`config.mk`:
```
export PLATFORM = sky130hd
export DESIGN_NAME = ex_muldiv_sequencer
export DESIGN_NICKNAME = d
export VERILOG_FILES = /design/src/rtl/ex_muldiv_sequencer.sv
export SDC_FILE = /design/constraint.sdc
export NUM_CORES = 1
export LEC_CHECK = 0
export CORE_UTILIZATION = 38
export DETAILED_ROUTE_END_ITERATION = 10
export GPL_ROUTABILITY_DRIVEN = 1
export PLACE_DENSITY = 0.62
export SYNTH_ARGS = -nofsm -noshare
export SYNTH_HDL_FRONTEND = slang
export SYNTH_SLANG_ARGS = --single-unit
```
`constraint.sdc`:
```
create_clock -name i_clk -period 9 [get_ports i_clk]
set_input_delay 0.9 -clock i_clk [delete_from_list [all_inputs] [get_ports i_clk]]
set_output_delay 0.9 -clock i_clk [all_outputs]
set_load 0.02 [all_outputs]
```
`src/rtl/ex_muldiv_sequencer.sv`:
```
// Iterative MULT/MULTU/DIV/DIVU sequencer beside the EX stage; owns HI/LO.
// Shift-add multiply and restoring divide on magnitudes, sign fixed up at the end.
module ex_muldiv_sequencer #(
   parameter int unsigned DATA_WIDTH = 32
) (
   input  logic                  i_clk,
   input  logic                  i_reset,
   input  logic                  i_start,
   input  logic [1:0]            i_op,
   input  logic [DATA_WIDTH-1:0] i_operand_a,
   input  logic [DATA_WIDTH-1:0] i_operand_b,
   input  logic                  i_flush,
   input  logic                  i_hi_we,
   input  logic                  i_lo_we,
   input  logic [DATA_WIDTH-1:0] i_hilo_wdata,
   output logic                  o_busy,
   output logic                  o_done,
   output logic [DATA_WIDTH-1:0] o_hi,
   output logic [DATA_WIDTH-1:0] o_lo,
   output logic                  o_div_by_zero
);

   localparam int unsigned W     = DATA_WIDTH;
   localparam int unsigned W2    = 2 * DATA_WIDTH;
   localparam int unsigned CNT_W = $clog2(DATA_WIDTH);

   typedef enum logic [2:0] {
      S_IDLE,
      S_PREP,
      S_RUN,
      S_FIX,
      S_DONE
   } state_t;

   state_t          state, state_n;
   logic            accept;
   logic            mt_open;
   logic [1:0]      op_q;
   logic [W-1:0]    a_q, b_q, opnd_q;
   logic [W2-1:0]   acc_q;
   logic [CNT_W-1:0] cnt_q;
   logic            neg_lo_q, neg_hi_q;
   logic [W-1:0]    hi_q, lo_q;
   logic            busy_q, done_q, dbz_q;

   logic            is_div, is_signed, b_zero;
   logic [W-1:0]    a_abs, b_abs;
   logic [W:0]      mul_sum, rem_sh, div_diff;
   logic            div_ge;
   logic [W-1:0]    new_rem;
   logic [W2-1:0]   mul_next, div_next, prod_fix;
   logic [W-1:0]    q_fix, r_fix;

   // Datapath: magnitudes, one iteration step, and final sign fix-up
   always_comb begin
      is_div    = op_q[1];
      is_signed = ~op_q[0];
      b_zero    = (b_q == W'(0));
      a_abs     = (is_signed && a_q[W-1]) ? (~a_q + W'(1)) : a_q;
      b_abs     = (is_signed && b_q[W-1]) ? (~b_q + W'(1)) : b_q;
      mul_sum   = {1'b0, acc_q[W2-1:W]} + (acc_q[0] ? {1'b0, opnd_q} : (W+1)'(0));
      mul_next  = {mul_sum, acc_q[W-1:1]};
      rem_sh    = acc_q[W2-1:W-1];
      div_diff  = rem_sh - {1'b0, opnd_q};
      div_ge    = (rem_sh >= {1'b0, opnd_q});
      new_rem   = div_ge ? div_diff[W-1:0] : rem_sh[W-1:0];
      div_next  = {new_rem, acc_q[W-2:0], div_ge};
      prod_fix  = neg_lo_q ? (~acc_q + W2'(1)) : acc_q;
      q_fix     = neg_lo_q ? (~acc_q[W-1:0] + W'(1)) : acc_q[W-1:0];
      r_fix     = neg_hi_q ? (~acc_q[W2-1:W] + W'(1)) : acc_q[W2-1:W];
   end

   always_ff @(posedge i_clk or posedge i_reset) begin
      if (i_reset) state <= S_IDLE;
      else         state <= state_n;
   end

   // Flush wins over everything except in IDLE, where it is a no-op
   always_comb begin
      state_n = state;
      accept  = 1'b0;
      mt_open = (state == S_IDLE) || (state == S_DONE);
      case (state)
         S_IDLE: if (i_start) begin
            state_n = S_PREP;
            accept  = 1'b1;
         end
         S_PREP: begin
            if (i_flush)               state_n = S_IDLE;
            else if (is_div && b_zero) state_n = S_DONE;
            else                       state_n = S_RUN;
         end
         S_RUN: begin
            if (i_flush)                               state_n = S_IDLE;
            else if (cnt_q == CNT_W'(DATA_WIDTH - 1))  state_n = S_FIX;
         end
         S_FIX:  state_n = i_flush ? S_IDLE : S_DONE;
         S_DONE: begin
            if (i_flush) state_n = S_IDLE;
            else if (i_start) begin
               state_n = S_PREP;
               accept  = 1'b1;
            end else state_n = S_IDLE;
         end
         default: state_n = S_IDLE;
      endcase
   end

   always_ff @(posedge i_clk or posedge i_reset) begin
      if (i_reset) begin
         op_q     <= 2'b00;
         a_q      <= W'(0);
         b_q      <= W'(0);
         opnd_q   <= W'(0);
         acc_q    <= W2'(0);
         cnt_q    <= CNT_W'(0);
         neg_lo_q <= 1'b0;
         neg_hi_q <= 1'b0;
         hi_q     <= W'(0);
         lo_q     <= W'(0);
         busy_q   <= 1'b0;
         done_q   <= 1'b0;
         dbz_q    <= 1'b0;
      end else begin
         if (accept) begin
            op_q  <= i_op;
            a_q   <= i_operand_a;
            b_q   <= i_operand_b;
            dbz_q <= 1'b0;
         end
         if (mt_open && i_hi_we) hi_q <= i_hilo_wdata;
         if (mt_open && i_lo_we) lo_q <= i_hilo_wdata;
         case (state)
            S_PREP: if (!i_flush) begin
               cnt_q    <= CNT_W'(0);
               neg_lo_q <= is_signed && (a_q[W-1] ^ b_q[W-1]);
               neg_hi_q <= is_signed && a_q[W-1];
               if (is_div) begin
                  opnd_q <= b_abs;
                  acc_q  <= {W'(0), a_abs};
                  if (b_zero) begin
                     hi_q  <= a_q;
                     lo_q  <= '1;
                     dbz_q <= 1'b1;
                  end
               end else begin
                  opnd_q <= a_abs;
                  acc_q  <= {W'(0), b_abs};
               end
            end
            S_RUN: begin
               acc_q <= is_div ? div_next : mul_next;
               cnt_q <= cnt_q + CNT_W'(1);
            end
            S_FIX: if (!i_flush) begin
               hi_q <= is_div ? r_fix : prod_fix[W2-1:W];
               lo_q <= is_div ? q_fix : prod_fix[W-1:0];
            end
            default: ;
         endcase
         busy_q <= (state_n == S_PREP) || (state_n == S_RUN) || (state_n == S_FIX);
         done_q <= (state_n == S_DONE);
      end
   end

   assign o_busy        = busy_q;
   assign o_done        = done_q;
   assign o_hi          = hi_q;
   assign o_lo          = lo_q;
   assign o_div_by_zero = dbz_q;

endmodule

```
### Word level (Yosys, flattened, before mapping)

Cells that the tools add are included.

| cells by class | value |
|---|---|
| add/subtract/negate cells | 8 |
| $lt $le $gt $ge | 1 |
| equal/unequal tests | 10 |
| muxes and demuxes | 45 |
| bitwise logic cells | 8 |
| reduce and logical (&&, ||, !) cells | 14 |

Operators with widths:

| cell | count |
|---|---|
| two-way mux 32 bit | 20 |
| two-way mux 64 bit | 3 |
| adder 32 x 1 -> 32 bit, second input constant | 4 |
| NOT 32 bit | 4 |
| one-hot mux 32 bit (2 select lines) | 2 |
| one-hot mux 64 bit (2 select lines) | 1 |
| adder 64 x 1 -> 64 bit, second input constant | 1 |
| NOT 64 bit | 1 |
| adder 32 x 32 -> 33 bit | 1 |
| >= comparator 33 x 32 -> 1 bit | 1 |
| zero test 32 bit | 1 |
| subtractor 32 bit | 1 |
| two-way mux 3 bit | 6 |
| one-hot mux 3 bit (5 select lines) | 1 |
| == test 3 x 2 -> 1 bit, second input constant | 4 |
| one-hot mux 5 bit (2 select lines) | 1 |
| two-way mux 1 bit | 9 |
| == test 3 x 1 -> 1 bit, second input constant | 2 |
| == test 3 bit, second input constant | 2 |
| logical AND 1 bit | 6 |
| adder 5 x 1 -> 5 bit, second input constant | 1 |
| == test 5 bit, second input constant | 1 |
| two-way mux 5 bit | 1 |
| AND reduction 2 bit | 2 |
| other kinds (7) | 10 |

| storage, ports and cells | value |
|---|---|
| bits in registers | 239 |
| input port bits | 104 |
| output and inout bits | 67 |
| word-level logic and storage cells | 100 |

### Depth between registers and ports, before layout

Gate-level depths: netlist of the first run.

| depth | value |
|---|---|
| depth after elaboration | 8 |
| mapped depth | 14 |
| gate-level depth less buffers | 13 |

### Worst setup path after synthesis of the first run

OpenSTA, ideal clock, no wires.

| path | value |
|---|---|
| kind | flip-flop to flip-flop |
| start point | reg acc_q[0] |
| end point | reg acc_q[56] |
| setup time | 136 ps |
| data arrival time | 3031 ps |
| data required time | 8864 ps |
| setup slack | 5833 ps |
| cell stages (with the launch flop) | 13 |
| buffers on the path | 1 |
| period minus slack after synthesis | 3167 ps |
| cell sequence | dfrtp_1 inv_1 clkbuf_1 nor2_1 ha_1 a211o_1 o21ai_0 o21ai_0 a21oi_1 o22ai_1 or4_1 a21oi_1 o41ai_1 |

| on the way | value |
|---|---|
| cells in the longest elaborated chain, start to end | 4 |

RTL lines:

| element | line | text |
|---|---|---|
| start: declaration | 40 | `logic [W2-1:0] acc_q;` |
| start signal: assignment | 140 | `acc_q <= {W'(0), a_abs};` |
| start signal: assignment | 148 | `acc_q <= {W'(0), b_abs};` |
| start signal: assignment | 152 | `acc_q <= is_div ? div_next : mul_next;` |
| two-way mux 32 bit | 61 | `mul_sum = {1'b0, acc_q[W2-1:W]} + (acc_q[0] ? {1'b0, opnd_q} : (W+1)'(0));` |
| adder 32 x 32 -> 33 bit | 61 |  |
| two-way mux 64 bit | 152 |  |
| one-hot mux 64 bit (2 select lines) | 133 | `case (state)` |

No other way between the ends.
A chain may end at the register's enable or synchronous reset.

### Worst setup path in the final report of the first run

| path | value |
|---|---|
| start point | reg acc_q[1] |
| end point | reg hi_q[16] (netlist: o_hi[16]) |

| on the way | value |
|---|---|
| cells in the longest elaborated chain, start to end | 6 |

RTL lines:

| element | line | text |
|---|---|---|
| NOT 64 bit | 68 | `prod_fix = neg_lo_q ? (~acc_q + W2'(1)) : acc_q;` |
| adder 64 x 1 -> 64 bit | 68 |  |
| two-way mux 64 bit | 68 |  |
| two-way mux 32 bit | 156 | `hi_q <= is_div ? r_fix : prod_fix[W2-1:W];` |
| two-way mux 32 bit | 155 | `S_FIX: if (!i_flush) begin` |
| one-hot mux 32 bit (2 select lines) | 133 |  |
| end signal: assignment | 131 | `if (mt_open && i_hi_we) hi_q <= i_hilo_wdata;` |
| end signal: assignment | 142 | `hi_q <= a_q;` |
| end signal: assignment | 156 |  |
| end: declaration | 43 | `logic [W-1:0] hi_q, lo_q;` |

No other way between the ends.

==> results.py, run 1 <==
metrics = {
    "cts": {
        "hold_buffers": 0,
        "clockBufferDepth": 3,
        "clk_latency_ns": 0.58,
        "numClockSinks": 239,
        "cts_inserted_buffers": 29,
        "cts-root-buf": "clkbuf_16",
        "cts_tree": "yes",
        "post-cts-setup-buffers": 0,
        "cts.repair.resized": 0,
        "clkTransAtPathRegs_ns": 0.06,
        "htreeDepth": 1,
    },
    "sta": {
        "worst_slack_ns": 4.83,
        "hold_slack_ns": 0.478,
        "layout_min_cycle_time_ns": 4.17,
        "grt_setup_unrepaired": "no",
        "worstMarginPinSlew_ns": 1.41,
        "final_max_slew_viol_count": 0,
        "setup_violations": 0,
        "hold_violations": 0,
        "max_clock_freq_ghz": 0.240,
        "tns_ns": 0,
        "relSlewSlack_pct": 5.67,
        "fin_worst_skew_ns": 0.0216,
        "post-route-period-util_pct": 46.3,
    },
    "floorplan": {
        "die_w_um": 219,
        "core_area_um2": 46600,
        "die_area_um2": 48000,
        "io-pin-count": 171,
        "start_util_pct": 38.5,
        "dieHeight_um": 219,
        "row_count": 79,
    },
    "power": {
        "p_int_mw": 4.30,
        "power_frac_seq_pct": 26.7,
        "powerDensity_nw_per_um2": 409,
        "p_clk_share_pct": 15.5,
        "pwr-share-comb_pct": 57.8,
        "swShare_pct": 50.1,
        "irDropWorstVdd_uv": 171,
        "p_leak_nw": 9.03,
        "p_sw_mw": 4.32,
    },
    "global_route": {
        "met2_usage_pct": 42.7,
        "grt_max_degree": 113,
        "grt_pass1_wl_um": 99800,
        "grt_usage_pct": 27.4,
        "globalRouteMet1Util_pct": 38.6,
        "grt_use_met3_pct": 3.60,
        "busiest_layer": "met2",
        "grt_pass1_vias": 16169,
        "overflow": 0,
        "antenna_found_initial": 1,
    },
    "drt": {
        "routed_wl_um": 67400,
        "via_per_inst": 6.05,
        "drt.antenna.violating_nets": 0,
        "routedWlPerCell_um": 23.5,
        "drt-pass1-iter-count": 6,
        "via_count": 17330,
        "drt_iter0_markers": 1863,
        "drc": 0,
    },
    "synthesis": {
        "async_flop_share_pct": 100,
        "synth_area_leaders": "dfrtp_1 33%, nand2_1 6.0%, o21ai_0 5.3%",
        "synth_area_per_cell_um2": 8.31,
        "synth_top_area_share_pct": 33.4,
        "ys.flop_type": "dfrtp_1",
        "ys_warn_count": 0,
        "yosysSeqAreaShare_pct": 33.4,
        "syn-num-nets": 2332,
        "ys_seq_elements": 239,
        "syn_inst": 2156,
        "syn_area_um2": 17900,
        "synth-edff-count": 0,
        "ys_types": 78,
        "yosysTopAreaCell": "dfrtp_1",
    },
    "placed_design": {
        "dp_cells": 2809,
        "placed_area_um2": 20000,
        "io_buffers": 170,
        "hpwlAfterDp_um": 50900,
        "routabilityCongestion": 0.982,
        "dpl_worst_slack_ns": 4.95,
    },
    "critical_path": {
        "crit_path_max_fanout": 8,
        "worstPathArrival_ns": 4.67,
        "start_kind": "flip-flop",
        "path_class": "flip-flop to flip-flop",
        "setup.worst_path.end_class": "flip-flop",
        "cp.required_ns": 9.50,
    },
    "worst_hold_path": {
        "hp-class": "flip-flop to flip-flop",
    },
    "final_layout": {
        "finalNonFillerCells": 2863,
        "drive_gt1_share_pct": 8.51,
        "fillers": 4591,
        "nets": 2409,
        "area_growth_pct": 17.8,
        "final_cell_area_um2": 21100,
    },
    "run_status": {
        "status": "finished clean",
    },
    "flow_run": {
        "cap_violations": 0,
    },
}
## power groups by stage
stage / sequential (mW) / clock, mW / combinational (mW)
floorplan: 2.01 / 0 / 3.41
global placement: 2.28 / 0 / 4.86
detailed placement: 2.29 / 0 / 4.88
CTS: 2.27 / 1.35 / 4.91
global route: 2.34 / 1.39 / 5.41
finish: 2.30 / 1.34 / 4.98
## layout by cell type, fill, tap and decap left out, types with 59 or more instances in the layout
cell type,count
clkdlybuf4s50_1,170
xnor2_1,101
o221ai_1,59
nand2_1,284
inv_1,65
ha_1,70
dfrtp_1,238
xor2_1,67
mux2_2,81
a21oi_1,129
mux2i_1,60
o21ai_0,191
nor2_1,167
nand3_1,73
## metrics by stage
step	util (%)	total power, mW
CTS	45.3	8.53
floorplan	-	5.43
global placement	43.0	7.13
global route	45.3	9.14
finish	45.3	8.62
detailed placement	43.0	7.17
## path summary, 6_finish.rpt
| kind | from | end | slack, ns | cells past startpoint |
|---|---|---|---|---|
| max in group asynchronous | i_reset | acc_q[60]$_DFFE_PP0P_ | 6.68 | 3 |
| hold reg to reg | o_div_by_zero$_DFF_PP0_ | o_div_by_zero$_DFF_PP0_ | 0.48 | 2 |
| setup / recovery | acc_q[1]$_DFFE_PP0P_ | o_hi[16]$_DFF_PP0_ | 4.83 | 10 |
| min in group asynchronous | i_reset | o_lo[6]$_DFF_PP0_ | 0.82 | 2 |
| setup reg to reg | acc_q[1]$_DFFE_PP0P_ | o_hi[16]$_DFF_PP0_ | 4.83 | 10 |
| hold / removal | o_div_by_zero$_DFF_PP0_ | o_div_by_zero$_DFF_PP0_ | 0.48 | 2 |
## synthesized netlist by cell type (all sizes together) (4+ instances only)
master and number:
inv 67, dfrtp 239, nand2 287, a31oi 20, a41oi 7, a22oi 7
o221ai 59, ha 70, mux2 81, and3 5, a21oi 129, a21o 35
nor2b 14, mux2i 60, nand4 14, or2 8, o21a 10, buf 17
nor2 170, or3 10, o211a 6, or4 14, o211ai 13, o21bai 7
and4 4, o21ai 198, a31o 4, a211oi 9, nor4b 4, a221oi 10
and2 10, nand2b 14, a211o 4, xnor2 101, a21boi 7, o41ai 16
nand3 74, xor2 67, o31ai 29, o22ai 35, nor4 20, a311oi 5
clkbuf 127, nor3 38
## metal layers
layer | part of all wire (%) | routed length (um)
met1 | 44 | 30000
met2 | 45 | 30200
met3 | 7.2 | 4830
met4 | 3.6 | 2420
met5 | 0 | 0
## state kept, by name (all words and copies together), names as in the netlist
signal         count
cnt_q              5
state              3
o_busy             1
a_q               32
o_hi              32
neg_lo_q           1
acc_q             64
neg_hi_q           1
op_q               2
o_done             1
opnd_q            32
o_lo              32
b_q               32
o_div_by_zero      1
## logic make-up (layout without fill, tap and decap cells)
logic type | after synthesis | in the layout | synth area share (%)
other | 0 | 1 | 0
XOR/XNOR | 168 | 168 | 8.21
AND/OR/NAND/NOR | 695 | 695 | 17.7
multiplexers | 142 | 142 | 8.57
flip-flops | 239 | 239 | 33.4
AO/OA/AOI/OAI | 629 | 629 | 22.5
buffers and inverters | 211 | 310 | 4.48
adder cells (fa/ha/maj) | 72 | 72 | 5.11
## critical path, stage by stage (launching register included)
cell	delay (ns)
dfrtp_1	0.46
inv_1	0.18
ha_1	0.21
or3b_2	0.50
nor4_1	0.69
nand4_1	0.39
o21ai_1	0.69
o21ai_0	0.24
xor2_1	0.42
o22ai_1	0.16
a21oi_1	0.15
## cell type report
cell class | count | area, um2 | area share, %
diodes | 1 | 2.50 | 0.0119
clock buffers | 37 | 816 | 3.86
clock inverters | 16 | 262 | 1.24
inverters | 67 | 259 | 1.23
multi-input cells | 1706 | 11200 | 52.9
flip-flops and latches | 239 | 5980 | 28.4
well taps | 607 | 759 | 3.60
repair buffers | 190 | 1850 | 8.77
No activity file was read; power rests on OpenSTA's default activity.
==> inputs of run 2 (changes only) <==
==> constraint.sdc (replaced) <==
create_clock -name i_clk -period 4.1 [get_ports i_clk]
set_input_delay 0.41 -clock i_clk [delete_from_list [all_inputs] [get_ports i_clk]]
set_output_delay 0.41 -clock i_clk [all_outputs]
set_load 0.02 [all_outputs]
==> run 2 against run 1 <==
Net effect:
- sequential power grew 110%
- highest routed layer unchanged
- largest cell class unchanged
- combinational power grew 130%
- register-to-register slack lost 4.5 ns
==> results.py, run 2 (synthesis results as in run 1) <==
metrics = {
    "final_layout": {
        "layout_common_cells": "284 x nand2_1, 238 x dfrtp_1, 191 x o21ai_0",
        "ff_latch_area_um2": 5980,
        "mostFrequentLayoutCell": "nand2_1",
        "area_growth_pct": 19.9,
        "fillers": 4514,
        "multiInputGateArea_um2": 11200,
        "regMostFlops": "acc_q",
        "nets": 2452,
        "largest_reg_flops": 64,
        "drive_gt1_share_pct": 10.3,
        "antenna_cells": 0,
    },
    "drt": {
        "routed_wl_um": 66400,
        "via_per_inst": 6.05,
        "drt.antenna.violating_nets": 0,
        "drt-pass1-iter-count": 5,
        "drc": 0,
        "via_count": 17575,
        "drt_iter0_markers": 1784,
        "routedWlPerCell_um": 22.8,
    },
    "cts": {
        "clk_latency_ns": 0.60,
        "clkTransAtPathRegs_ns": 0.06,
        "cts-root-buf": "clkbuf_16",
        "cts_inserted_buffers": 29,
        "cts_tree": "yes",
        "post-cts-setup-buffers": 0,
        "clockBufferDepth": 3,
        "htreeDepth": 1,
        "numClockSinks": 239,
    },
    "sta": {
        "post-route-period-util_pct": 91.3,
        "fin_worst_skew_ns": 0.0306,
        "tns_ns": 0,
        "final_max_slew_viol_count": 0,
        "relSlewSlack_pct": 25.9,
        "max_clock_freq_ghz": 0.267,
        "layout_min_cycle_time_ns": 3.74,
        "hold_slack_ns": 0.344,
        "hold_violations": 0,
        "grt_setup_unrepaired": "no",
        "worstMarginPinSlew_ns": 1.11,
        "setup_violations": 0,
    },
    "placed_design": {
        "routabilityCongestion": 1.02,
        "hpwlAfterDp_um": 51400,
        "io_buffers": 170,
    },
    "critical_path": {
        "rr_startpoint": "acc_q[0]$_DFFE_PP0P_",
        "slowest_stage": "dfrtp_1",
        "r2r_cells": 11,
        "r2r_setup_slack_ns": 0.36,
        "start_kind": "flip-flop",
        "setup.worst_path.end_class": "flip-flop",
        "worstPathArrival_ns": 4.18,
        "cp_slowest_stage_delay_ns": 0.52,
        "cp_cell_sequence": "clkinvlp_4, nor2_1, ha_1, a211o_1, o21ai_0, o21ai_0, a21oi_1, o22ai_1, or4_1, a21oi_1, o41ai_1",
        "crit_path_max_fanout": 16,
        "path_class": "flip-flop to flip-flop",
        "startpoint": "acc_q[0]$_DFFE_PP0P_",
        "cp.required_ns": 4.53,
        "reg2reg_to": "acc_q[56]$_DFFE_PP0P_",
    },
    "global_route": {
        "antenna_found_initial": 0,
        "busiest_layer": "met2",
        "grt_use_met3_pct": 4.59,
        "overflow": 0,
        "met2_usage_pct": 41.3,
        "grt_pass1_wl_um": 99600,
        "grt_usage_pct": 27.1,
        "globalRouteMet1Util_pct": 37.8,
        "grt_max_degree": 94,
        "grt_pass1_vias": 16368,
    },
    "floorplan": {
        "start_util_pct": 38.5,
        "dieHeight_um": 219,
        "die_area_um2": 48000,
        "io-pin-count": 171,
        "core_area_um2": 46600,
        "row_count": 79,
        "die_w_um": 219,
    },
    "power": {
        "irDropWorstVdd_uv": 381,
        "p_leak_nw": 9.25,
        "powerDensity_nw_per_um2": 885,
    },
    "flow_run": {
        "cap_violations": 0,
    },
    "worst_hold_path": {
        "hp-class": "input port to async pin",
    },
    "run_status": {
        "status": "finished clean",
    },
}
-- run 2: changes by cell type in the layout (fill, tap and decap cells not counted), moves of 2 or more --
cell / change
buf_4: +36
buf_12: +7
clkinvlp_4: +3
bufinv_16: -2
-- run 2: cell type report --
cell class,instances,share of cell area (%)
Inverter,67,1.21
Clock inverter,17,1.11
Timing Repair Buffer,233,10.5
Sequential cell,239,27.9
Clock buffer,36,3.78
Tap cell,607,3.54
Multi-Input combinational cell,1706,52.0
-- run 2: worst max-delay path by stage --
stage,depth (start not counted),to,slack (ns)
3_5_place_dp,12,acc_q[58]$_DFFE_PP0P_,0.36
6_report,11,acc_q[56]$_DFFE_PP0P_,0.36
5_1_grt,12,acc_q[56]$_DFFE_PP0P_,0.07
3_3_place_gp,12,acc_q[60]$_DFFE_PP0P_,0.46
2_1_floorplan,1,a_q[0]$_DFFE_PP0P_,0.56
4_1_cts,12,acc_q[58]$_DFFE_PP0P_,0.32
-- run 2: power by group --
group	internal [mW]	total (mW)	switching, mW
clock network	1.72	2.84	1.12
registers	3.31	4.76	1.45
logic	4.49	11.4	6.91
-- run 2: worst max-delay path: cells and delay by family, from the launching register on --
| family | cells | cell delay [ns] |
|---|---|---|
| flops | 1 | 0.52 |
| simple gates | 2 | 0.65 |
| buf+inv | 1 | 0.38 |
| fa+ha+maj | 1 | 0.31 |
| compound gates | 7 | 1.72 |
-- run 2: timing repair --
item,4_1_cts,5_1_grt
setup endpoints to repair,0,1
resized for setup,0,1
hold buffers,0,0
-- run 2: metal layers --
| layer | vias to the layer above | part of all wire (%) |
|---|---|---|
| met5 | - | 0 |
| met4 | 0 | 4.1 |
| met3 | 137 | 8.8 |
| met2 | 820 | 43 |
| met1 | 8556 | 44 |
| li1 | 8062 | - |
-- run 2: per-stage QoR --
stage | worst slack, ns | utilization (%) | std cells | total power [mW] | instance area (um2)
finish | 0.358 | 46.1 | 2905 | 19.0 | 21500
detailed placement | 0.364 | 43.9 | 2852 | 15.9 | 20400
CTS | 0.316 | 46.1 | 2905 | 18.8 | 21500
global route | 0.0674 | 46.1 | 2905 | 20.2 | 21500
global placement | 0.465 | 43.9 | 2852 | 15.8 | 20400
floorplan | 0.556 | - | 2156 | 11.9 | 17900
==> inputs of run 3 (changes only) <==
--- a/config.mk
+++ b/config.mk
@@ -6,6 +6,7 @@
 export NUM_CORES = 1
 export LEC_CHECK = 0
 export CORE_UTILIZATION = 38
+export CTS_BUF_LIST = sky130_fd_sc_hd__clkbuf_16
 export DETAILED_ROUTE_END_ITERATION = 10
 export GPL_ROUTABILITY_DRIVEN = 1
 export PLACE_DENSITY = 0.62
==> run 3 against run 2 <==
Net effect:
- critical path type unchanged
- combinational power about the same
- clock skew shrank 0.00067 ns
- fmax about the same
- critical endpoint unchanged
- non-clock buffer count did not move
- worst hold slack worse by 0.0014 ns
- design area decreased by 0.28%
- cell count unchanged
- first-iteration DRC count grew 0.62%
- sequential cell count unchanged
==> results.py, run 3 (synthesis results as in run 1) <==
metrics = {
    "sta": {
        "final_max_slew_viol_count": 0,
        "hold_violations": 0,
        "setup_violations": 0,
        "relSlewSlack_pct": 26.1,
        "worst_slack_ns": 0.362,
        "tns_ns": 0,
        "fin_worst_skew_ns": 0.0299,
        "worstMarginPinSlew_ns": 1.11,
        "grt_setup_unrepaired": "no",
        "max_clock_freq_ghz": 0.267,
        "layout_min_cycle_time_ns": 3.74,
        "post-route-period-util_pct": 91.2,
    },
    "final_layout": {
        "finalNonFillerCells": 2905,
        "nets": 2452,
        "regMostFlops": "acc_q",
        "final_cell_area_um2": 21400,
        "layout_common_cells": "284 x nand2_1, 238 x dfrtp_1, 191 x o21ai_0",
        "drive_gt1_share_pct": 10.1,
        "area_growth_pct": 19.5,
        "antenna_cells": 0,
        "mostFrequentLayoutCell": "nand2_1",
        "largest_reg_flops": 64,
    },
    "global_route": {
        "antenna_found_initial": 0,
        "grt_usage_pct": 27.0,
        "grt_pass1_wl_um": 99500,
        "grt_max_degree": 94,
        "overflow": 0,
        "grt_pass1_vias": 16392,
    },
    "cts": {
        "cts_tree": "yes",
        "clockBufferDepth": 3,
        "post-cts-setup-buffers": 0,
        "clk_latency_ns": 0.60,
        "clkTransAtPathRegs_ns": 0.06,
        "cts_inserted_buffers": 29,
        "numClockSinks": 239,
        "cts-root-buf": "clkbuf_16",
        "htreeDepth": 1,
    },
    "drt": {
        "routed_wl_um": 66300,
        "via_per_inst": 6.09,
        "drc": 0,
        "via_count": 17700,
        "drt-pass1-iter-count": 8,
        "routedWlPerCell_um": 22.8,
        "drt.antenna.violating_nets": 0,
        "drt_iter0_markers": 1795,
    },
    "floorplan": {
        "die_area_um2": 48000,
        "io-pin-count": 171,
        "start_util_pct": 38.5,
        "row_count": 79,
        "dieHeight_um": 219,
        "die_w_um": 219,
        "core_area_um2": 46600,
    },
    "power": {
        "swShare_pct": 50.2,
        "p_leak_nw": 9.22,
        "p_sw_mw": 9.47,
        "power_frac_seq_pct": 25.2,
        "p_int_mw": 9.41,
        "p_clk_share_pct": 14.4,
        "powerDensity_nw_per_um2": 881,
        "pwr-share-comb_pct": 60.4,
        "irDropWorstVdd_uv": 384,
    },
    "placed_design": {
        "routabilityCongestion": 1.02,
        "io_buffers": 170,
        "dpl_worst_slack_ns": 0.364,
        "dp_cells": 2852,
        "placed_area_um2": 20400,
        "hpwlAfterDp_um": 51400,
    },
    "critical_path": {
        "worst-path-buf-inv": 1,
        "crit_family": "compound AO/OA/AOI/OAI gates",
        "cp_cell_sequence": "clkinvlp_4, nor2_1, ha_1, a211o_1, o21ai_0, o21ai_0, a21oi_1, o22ai_1, or4_1, a21oi_1, o41ai_1",
        "cp_slowest_stage_delay_ns": 0.52,
        "setup.worst_path.end_class": "flip-flop",
        "reg2reg_to": "acc_q[56]$_DFFE_PP0P_",
        "path_class": "flip-flop to flip-flop",
        "cp.required_ns": 4.53,
        "r2r_setup_slack_ns": 0.36,
        "start_kind": "flip-flop",
        "slowest_stage": "dfrtp_1",
        "r2r_cells": 11,
        "crit_path_max_fanout": 16,
        "worstPathArrival_ns": 4.17,
        "rr_startpoint": "acc_q[0]$_DFFE_PP0P_",
    },
    "worst_hold_path": {
        "hp-class": "input port to async pin",
    },
    "flow_run": {
        "cap_violations": 0,
    },
    "run_status": {
        "status": "finished clean",
    },
}
## run 3: cell count changes in the layout (fill, tap and decap cells not counted)
cell / change
clkinv_1: +6
clkbuf_1: -1
clkbuf_8: -6
inv_1: +1
## run 3: timing repair
item                       4_1_cts  5_1_grt
gates resized for setup          0        1
setup endpoints to repair        0        1
hold buffers                     0        0
## run 3: worst max path at each step
stage | startpoint | endpoint | cells after the start
floorplan | i_reset | a_q[0]$_DFFE_PP0P_ | 1
global placement | acc_q[0]$_DFFE_PP0P_ | acc_q[60]$_DFFE_PP0P_ | 12
detailed placement | acc_q[0]$_DFFE_PP0P_ | acc_q[58]$_DFFE_PP0P_ | 12
CTS | acc_q[0]$_DFFE_PP0P_ | acc_q[58]$_DFFE_PP0P_ | 12
global route | acc_q[0]$_DFFE_PP0P_ | acc_q[56]$_DFFE_PP0P_ | 12
finish | acc_q[0]$_DFFE_PP0P_ | acc_q[56]$_DFFE_PP0P_ | 11
## run 3: area by class of cell
cell class / count / area [um2]
fill: 4520 / 25100
multi-input combinational: 1706 / 11200
sequential: 239 / 5980
timing repair buffer: 233 / 2260
tap: 607 / 759
clock buffer: 29 / 726
clock inverter: 24 / 264
inverter: 67 / 259
## run 3: routing by layer
layer / wire length [um] / GRT usage [%] / up-vias
met5: 0 / 0 / -
met4: 2760 / 10.8 / 0
met3: 5770 / 4.57 / 144
met2: 29000 / 41.3 / 855
met1: 28800 / 37.8 / 8653
li1: - / - / 8048
## run 3: power by group through the flow
stage	combinational (mW)	sequential [mW]	clock, mW
finish	11.4	4.75	2.72
global route	12.3	4.86	2.84
CTS	11.2	4.71	2.75
detailed placement	11.2	4.76	0
global placement	11.1	4.72	0
floorplan	7.49	4.42	0
## run 3: through the flow
stage | power [mW] | hold WS [ns] | utilization [%]
after floorplan | 11.9 | 0.450 | -
after global placement | 15.8 | 0.462 | 43.9
after detailed placement | 15.9 | 0.475 | 43.9
after CTS | 18.7 | 0.366 | 46.0
after global routing | 20.1 | 0.413 | 46.0
final | 18.9 | 0.343 | 46.0
